File: src/rtl/bpsk_pkg.sv
// Shared definitions for the BPSK receive path: default packet width and
// the bit-order enum that both the assembler and the UART side agree on.
package bpsk_pkg;

    localparam int DEFAULT_PACKET_SIZE = 8;

    typedef enum logic {
        ORDER_LSB_FIRST = 1'b0,
        ORDER_MSB_FIRST = 1'b1
    } bit_order_e;

    // Index in the packet word where the count-th received bit lands.
    function automatic int bit_position(input bit_order_e order, input int size, input int count);
        return (order == ORDER_MSB_FIRST) ? (size - 1 - count) : count;
    endfunction

endpackage

File: src/rtl/pkt_hold_reg.sv
// Single-entry valid/ready holding register.
// Handshake: a word moves to the consumer at a rising edge where valid and
// ready are both high; data/valid stay frozen while valid=1 and ready=0;
// ready is ignored while valid=0. The producer may only pulse load when
// can_load is high; a load in the same cycle as a pop replaces the word
// with no bubble.
module pkt_hold_reg #(
    parameter int W = 8
) (
    input  logic         clk,
    input  logic         rst_n,
    input  logic         load,
    input  logic [W-1:0] load_data,
    input  logic         ready,
    output logic [W-1:0] data,
    output logic         valid,
    output logic         can_load
);

    // Room for a new word when empty or when the current word leaves this edge.
    assign can_load = !valid || ready;

    // Hold register: load wins over pop; pop alone empties the entry.
    always_ff @(posedge clk or negedge rst_n) begin
        if (!rst_n) begin
            data  <= '0;
            valid <= 1'b0;
        end else if (load) begin
            data  <= load_data;
            valid <= 1'b1;
        end else if (valid && ready) begin
            valid <= 1'b0;
        end
    end

endmodule

File: src/rtl/packet_assembler.sv
// Serial-to-parallel packet builder: demodulated bits are collected into an
// assembly register (stage A) and handed to a holding register (stage B)
// that presents them to the UART over valid/ready. Dropped bits raise a
// sticky overflow flag.
module packet_assembler
    import bpsk_pkg::*;
#(
    parameter int PACKET_SIZE = DEFAULT_PACKET_SIZE,
    parameter bit MSB_FIRST   = 1'b1,
    parameter int CNT_W       = $clog2(PACKET_SIZE + 1)
) (
    input  logic                   clk,
    input  logic                   rst_n,
    input  logic                   bit_valid,
    input  logic                   bit_in,
    input  logic                   flush,
    output logic [PACKET_SIZE-1:0] pkt_data,
    output logic                   pkt_valid,
    input  logic                   pkt_ready,
    output logic [CNT_W-1:0]       bit_count,
    output logic                   overflow,
    input  logic                   ovf_clear
);

    localparam bit_order_e       ORDER      = MSB_FIRST ? ORDER_MSB_FIRST : ORDER_LSB_FIRST;
    localparam logic [CNT_W-1:0] FULL_COUNT = CNT_W'(PACKET_SIZE);

    logic [PACKET_SIZE-1:0] asm_reg;
    logic [PACKET_SIZE-1:0] asm_next;
    logic [CNT_W-1:0]       count;
    logic                   a_full;
    logic                   can_load;
    logic                   accept;
    logic                   drop;
    logic                   transfer;

    // A full stage A refuses bits until its packet moves to stage B; a
    // transfer cycle never also accepts a bit. flush overrides everything in A.
    assign a_full   = (count == FULL_COUNT);
    assign accept   = bit_valid && !a_full && !flush;
    assign drop     = bit_valid &&  a_full && !flush;
    assign transfer = a_full && can_load && !flush;

    // Assembly word with the incoming bit placed at its ordered position.
    always_comb begin
        asm_next = asm_reg;
        for (int i = 0; i < PACKET_SIZE; i++) begin
            if (i == bit_position(ORDER, PACKET_SIZE, int'(count))) begin
                asm_next[i] = bit_in;
            end
        end
    end

    // Stage A: assembly register and bit counter.
    always_ff @(posedge clk or negedge rst_n) begin
        if (!rst_n) begin
            asm_reg <= '0;
            count   <= '0;
        end else if (flush) begin
            asm_reg <= '0;
            count   <= '0;
        end else if (transfer) begin
            asm_reg <= '0;
            count   <= '0;
        end else if (accept) begin
            asm_reg <= asm_next;
            count   <= count + 1'b1;
        end
    end

    // Sticky overflow: a drop in the same cycle as a clear keeps the flag set.
    always_ff @(posedge clk or negedge rst_n) begin
        if (!rst_n) begin
            overflow <= 1'b0;
        end else if (drop) begin
            overflow <= 1'b1;
        end else if (ovf_clear) begin
            overflow <= 1'b0;
        end
    end

    pkt_hold_reg #(
        .W (PACKET_SIZE)
    ) u_hold (
        .clk       (clk),
        .rst_n     (rst_n),
        .load      (transfer),
        .load_data (asm_reg),
        .ready     (pkt_ready),
        .data      (pkt_data),
        .valid     (pkt_valid),
        .can_load  (can_load)
    );

    assign bit_count = count;

endmodule

File: config.mk
export PLATFORM = sky130hd
export DESIGN_NAME = packet_assembler
export DESIGN_NICKNAME = d
export VERILOG_FILES = /design/src/rtl/bpsk_pkg.sv /design/src/rtl/pkt_hold_reg.sv /design/src/rtl/packet_assembler.sv
export SDC_FILE = /design/constraint.sdc
export NUM_CORES = 1
export LEC_CHECK = 0
export ABC_AREA = 0
export CAP_MARGIN = 20
export CORE_MARGIN = 5
export CORE_UTILIZATION = 43
export DETAILED_ROUTE_END_ITERATION = 8
export PLACE_DENSITY = 0.79
export SLEW_MARGIN = 5
export SYNTH_ARGS = -nofsm -noshare
export SYNTH_HDL_FRONTEND = slang
export SYNTH_SLANG_ARGS = --single-unit
File: constraint.sdc
create_clock -name clk -period 4.5 [get_ports clk]
set_input_delay 1.35 -clock clk [delete_from_list [all_inputs] [get_ports clk]]
set_output_delay 1.35 -clock clk [all_outputs]
set_load 0.05 [all_outputs]
### Word level (Yosys, flattened, before mapping)

Index checks and enable logic that the tools add are counted.
Widths: inputs -> output; s select.

| cells by class | value |
|---|---|
| add/subtract/negate cells | 2 |
| equal/unequal tests | 8 |
| mux-type cells | 18 |
| reduce and logical (&&, ||, !) cells | 31 |

Operator list:

| kind | number |
|---|---|
| $logic_not 32->1 | 1 |
| $reduce_bool 3->1 | 9 |
| $mux 8 | 3 |
| $eq 4x5->1 const A | 4 |
| $reduce_and 2->1 | 8 |
| $mux 1 | 12 |
| $mux 4 | 3 |
| $eq 3x5->1 const A | 2 |
| $logic_and 1x1->1 | 7 |
| $eq 2x5->1 const A | 1 |
| $sub 3x4->5 const A | 1 |
| $add 4x1->4 const B | 1 |
| $eq 4x4->1 const B | 1 |
| $reduce_bool 2->1 | 2 |
| $logic_not 1->1 | 3 |
| $logic_or 1x1->1 | 1 |

| storage, ports and cells | value |
|---|---|
| bits in registers | 22 |
| input port bits | 7 |
| output and inout bits | 14 |

### Depth between registers and ports, before layout

| depth | value |
|---|---|
| depth in word-level cells | 7 |
| depth in mapped cells | 6 |

### By module

From an unflattened synthesis, not the netlist that was laid out.

| unflattened totals | value |
|---|---|
| cell total of the unflattened synthesis | 94 |
| area, all modules | 1096.1 um^2 |

Modules (own cells, without submodules):

| module | instances | cells an instance | area an instance (um^2) | sequential area each (um^2) |
|---|---|---|---|---|
| packet_assembler | 1 | 74 | 726.9 | 325.3 |
| pkt_hold_reg | 1 | 20 | 369.1 | 225.2 |

### Worst setup path after synthesis

Ideal clock, no wire load.

| timing path | value |
|---|---|
| path kind | input to register |
| from | in pkt_ready |
| to | reg u_hold.data[0] |
| setup time | 0.125 ns |
| arrival time | 2.047 ns |
| required time | 4.375 ns |
| setup slack | 2.328 ns |
| stages | 3 |
| buffers on the path | 0 |
| cells stage by stage | nor2b_1 nor3_4 mux2_2 |

| on the way | value |
|---|---|
| word-level cells in the longest chain between the ends | 3 |

Ends and longest elaborated chain:

| element | RTL line | source |
|---|---|---|
| from (decl) | packet_assembler.sv:19 | `input logic pkt_ready,` |
| $logic_or 1x1->1 | pkt_hold_reg.sv:21 | `assign can_load = !valid \|\| ready;` |
| $logic_and 1x1->1 (2 in series) | packet_assembler.sv:42 | `assign transfer = a_full && can_load && !flush;` |
| to (signal assigned) | pkt_hold_reg.sv:29 | `data <= load_data;` |
| to (decl) | pkt_hold_reg.sv:15 | `output logic [W-1:0] data,` |

Every way passes these cells.
A chain may end at the register's enable or synchronous reset.

### Final worst setup path

| timing path | value |
|---|---|
| from | reg count[2] (netlist: bit_count[2]) |
| to | out bit_count[2] |

RTL lines:

| element | RTL line | source |
|---|---|---|
| from (decl) | packet_assembler.sv:30 | `logic [CNT_W-1:0] count;` |
| from (signal assigned) | packet_assembler.sv:67 | `count <= count + 1'b1;` |
| to (decl) | packet_assembler.sv:20 | `output logic [CNT_W-1:0] bit_count,` |

No word-level cell between the ends.

==> impl_metrics.env <==
export IMPL_setup_ws_ns=1.40
export IMPL_die_h_um=59.5
export IMPL_drt_total_wl_mm=1.86
export IMPL_required_ns=3.15
export IMPL_clock_skew_ns=0.00841
export IMPL_num_io_pins=21
export IMPL_clk_pin_slew_worst_paths_ns=0.12
export IMPL_yosys_area_top_type="dfrtp_1"
export IMPL_avgViaCountPerCell=5.32
export IMPL_synthAdderAreaFrac=0.0474
export IMPL_drtPass1Iterations=4
export IMPL_grt_max_degree=23
export IMPL_yosys_top_cells_count="dfrtp_1, mux2_2, a21oi_1"
export IMPL_holdPathEnd="u_hold.data[7]"
export IMPL_core_area_um2=2410
export IMPL_synthesis_nets=104
export IMPL_dr_wl_met3_um=81
export IMPL_synth_seq_area_share=0.522
export IMPL_start_kind="register"
export IMPL_cts_repair_resized=0
export IMPL_ctsRootBufferMaster="clkbuf_4"
export IMPL_yosysWarnings=0
export IMPL_via_count=750
export IMPL_end_kind="primary output"
export IMPL_status="finished, final reports clean"
export IMPL_met2_length_um=880
export IMPL_ys_seq_elements=22
export IMPL_ctsHoldBuffers=0
export IMPL_cts_buffers=3
export IMPL_cp_cell_sequence="clkdlybuf4s50_1"
export IMPL_path_class="register to primary output"
export IMPL_netlist_area_leader_share=0.522
export IMPL_dieWidth_um=59.5
export IMPL_grt_total_usage=0.123
export IMPL_diodes=0
export IMPL_yosysMostFrequentCell="dfrtp_1"
export IMPL_overflow=0
export IMPL_highest_layer="met4"
export IMPL_ys_types=24
export IMPL_max_slew_margin=0.367
export IMPL_critPathMaxFanout=12
export IMPL_wl_per_cell_um=13.2
export IMPL_p_leak_nw=0.601
export IMPL_holdCritPathClass="register to register"
export IMPL_fmax_mhz=322
export IMPL_area_delta_synth_final_pct=23.1
export IMPL_muxShareOfSynthArea=0.123
export IMPL_slew_viol_final=0
export IMPL_r2r_cells=5
export IMPL_p_total_mw=0.342
export IMPL_cp_top_family="buffers and inverters"
export IMPL_clock_latency_ns=0.30
export IMPL_peakVddDrop_uv=198
export IMPL_synth_area_um2=1050
export IMPL_worst_path_buf_inv=1
export IMPL_hpwlAfterDp_mm=1.35
export IMPL_drtIter0Drc=22
export IMPL_rsz0062_at_grt="no"
export IMPL_synth_compound_gate_area_share=0.0771
export IMPL_reg2reg_slack_ns=2.49
export IMPL_tightest_slew_ns=0.947
export IMPL_synth_top_family_by_area="simple AND/OR/NAND/NOR gates"
export IMPL_io_buffers=20
export IMPL_p_per_area_nw_per_um2=264
export IMPL_synth_main_ff_cell="dfrtp_1"
export IMPL_crit_arrival_ns=1.75
export IMPL_clock_sinks=22
export IMPL_final_core_util=0.539
export IMPL_pre_cts_ws_ns=1.67
export IMPL_drc=0
export IMPL_synthCells=93
export IMPL_synth_xor_area_share=0.00830
export IMPL_start_util=0.438
export IMPL_synthArstFlopShare=1.00
export IMPL_synthSimpleGateAreaFrac=0.179
export IMPL_m1WireLength_um=884
export IMPL_cts_setup_buffers=0
export IMPL_place_gp_congestion=0.819
export IMPL_grt_pass1_vias=772
export IMPL_synth_area_leaders="dfrtp_1, mux2_2, ha_1"
export IMPL_tritoncts="yes"
export IMPL_min_period_over_period=0.690
export IMPL_r2r_start="bit_count[0]"
export IMPL_post_route_min_period_ns=3.10
export IMPL_hp_start="asm_reg[7]"
export IMPL_clock_path_buffers=2
export IMPL_slowest_delay_ns=0.88
export IMPL_die_area_um2=3540
export IMPL_rows=18
export IMPL_grt_pass1_wl_mm=3.36
export IMPL_cap_viol_max_count=0
export IMPL_synth_edff_count=0
export IMPL_whs_path_depth=1
export IMPL_antenna_found_initial=0
export IMPL_slowest_stage="clkdlybuf4s50_1"
export IMPL_hold_viol=0
export IMPL_setup_viol=0
export IMPL_drive_gt1_frac=0.153
export IMPL_fin_setup_tns_ns=0
export IMPL_regToRegEndpoint="asm_reg[3]"
export IMPL_htreeDepth=1
export IMPL_syn_avg_cell_area_um2=11.3
export IMPL_final_nets=123
export IMPL_ant_nets=0
power breakdown:
group	internal (mW)	switching, mW	total (mW)	leakage, nW
Combinational	0.0118	0.0212	0.0330	0.274
Clock	0.0493	0.0571	0.106	0.0210
Sequential	0.200	0.00279	0.203	0.305
how the worst max path moves through the flow:
stage,cells after the start,to,slack (ns),startpoint
floorplan,3,u_hold.data[0],2.33,pkt_ready
global placement,3,u_hold.data[2],1.70,flush
detailed placement,4,asm_reg[3],1.67,pkt_ready
CTS,1,bit_count[2],1.38,bit_count[2]
global route,1,bit_count[2],1.31,bit_count[2]
finish,1,bit_count[2],1.40,bit_count[2]
metrics by stage:
| step | hold WS (ns) | cells | cell area (µm²) |
|---|---|---|---|
| 6_report | 0.513 | 141 | 1300 |
| 3_3_place_gp | 0.489 | 137 | 1260 |
| 4_1_cts | 0.522 | 141 | 1300 |
| 2_1_floorplan | 0.473 | 93 | 1050 |
| 3_5_place_dp | 0.494 | 137 | 1260 |
| 5_1_grt | 0.539 | 141 | 1300 |
cells in the final DEF, fill, tap and decap left out:
cell type	n
o21bai_1	1
ha_1	4
inv_1	4
mux2_2	8
and3b_2	1
nor3_4	1
dfrtp_1	22
or2_2	2
o21ai_0	6
mux2i_1	4
nand4_1	5
nor2b_1	1
nor2_1	6
nand3b_4	1
o32ai_1	1
clkbuf_4	3
or3_1	1
a21oi_1	7
nand4b_1	4
clkbuf_8	1
nand2_1	5
nand3_1	2
xor2_1	1
clkdlybuf4s50_1	20
cell type report:
type	instances	area [µm²]
Fill cell	195	1110
Multi-Input combinational cell	61	459
Sequential cell	22	551
Inverter	4	15.0
Timing Repair Buffer	20	200
Clock buffer	4	36.3
Tap cell	30	37.5
routing by layer:
| metal | vias to the layer above | GRT usage |
|---|---|---|
| met5 | - | 0 |
| met4 | 0 | 0.0633 |
| met3 | 2 | 0.0196 |
| met2 | 19 | 0.195 |
| met1 | 364 | 0.163 |
| li1 | 365 | - |
cells by family (layout without fill, tap and decap cells):
family / count (synthesis) / after routing
simple gates: 29 / 29
buf+inv: 10 / 28
flops: 22 / 22
xor+xnor: 1 / 1
compound gates: 15 / 15
mux: 12 / 12
fa+ha+maj: 4 / 4
(Power assumes the default switching activity.)
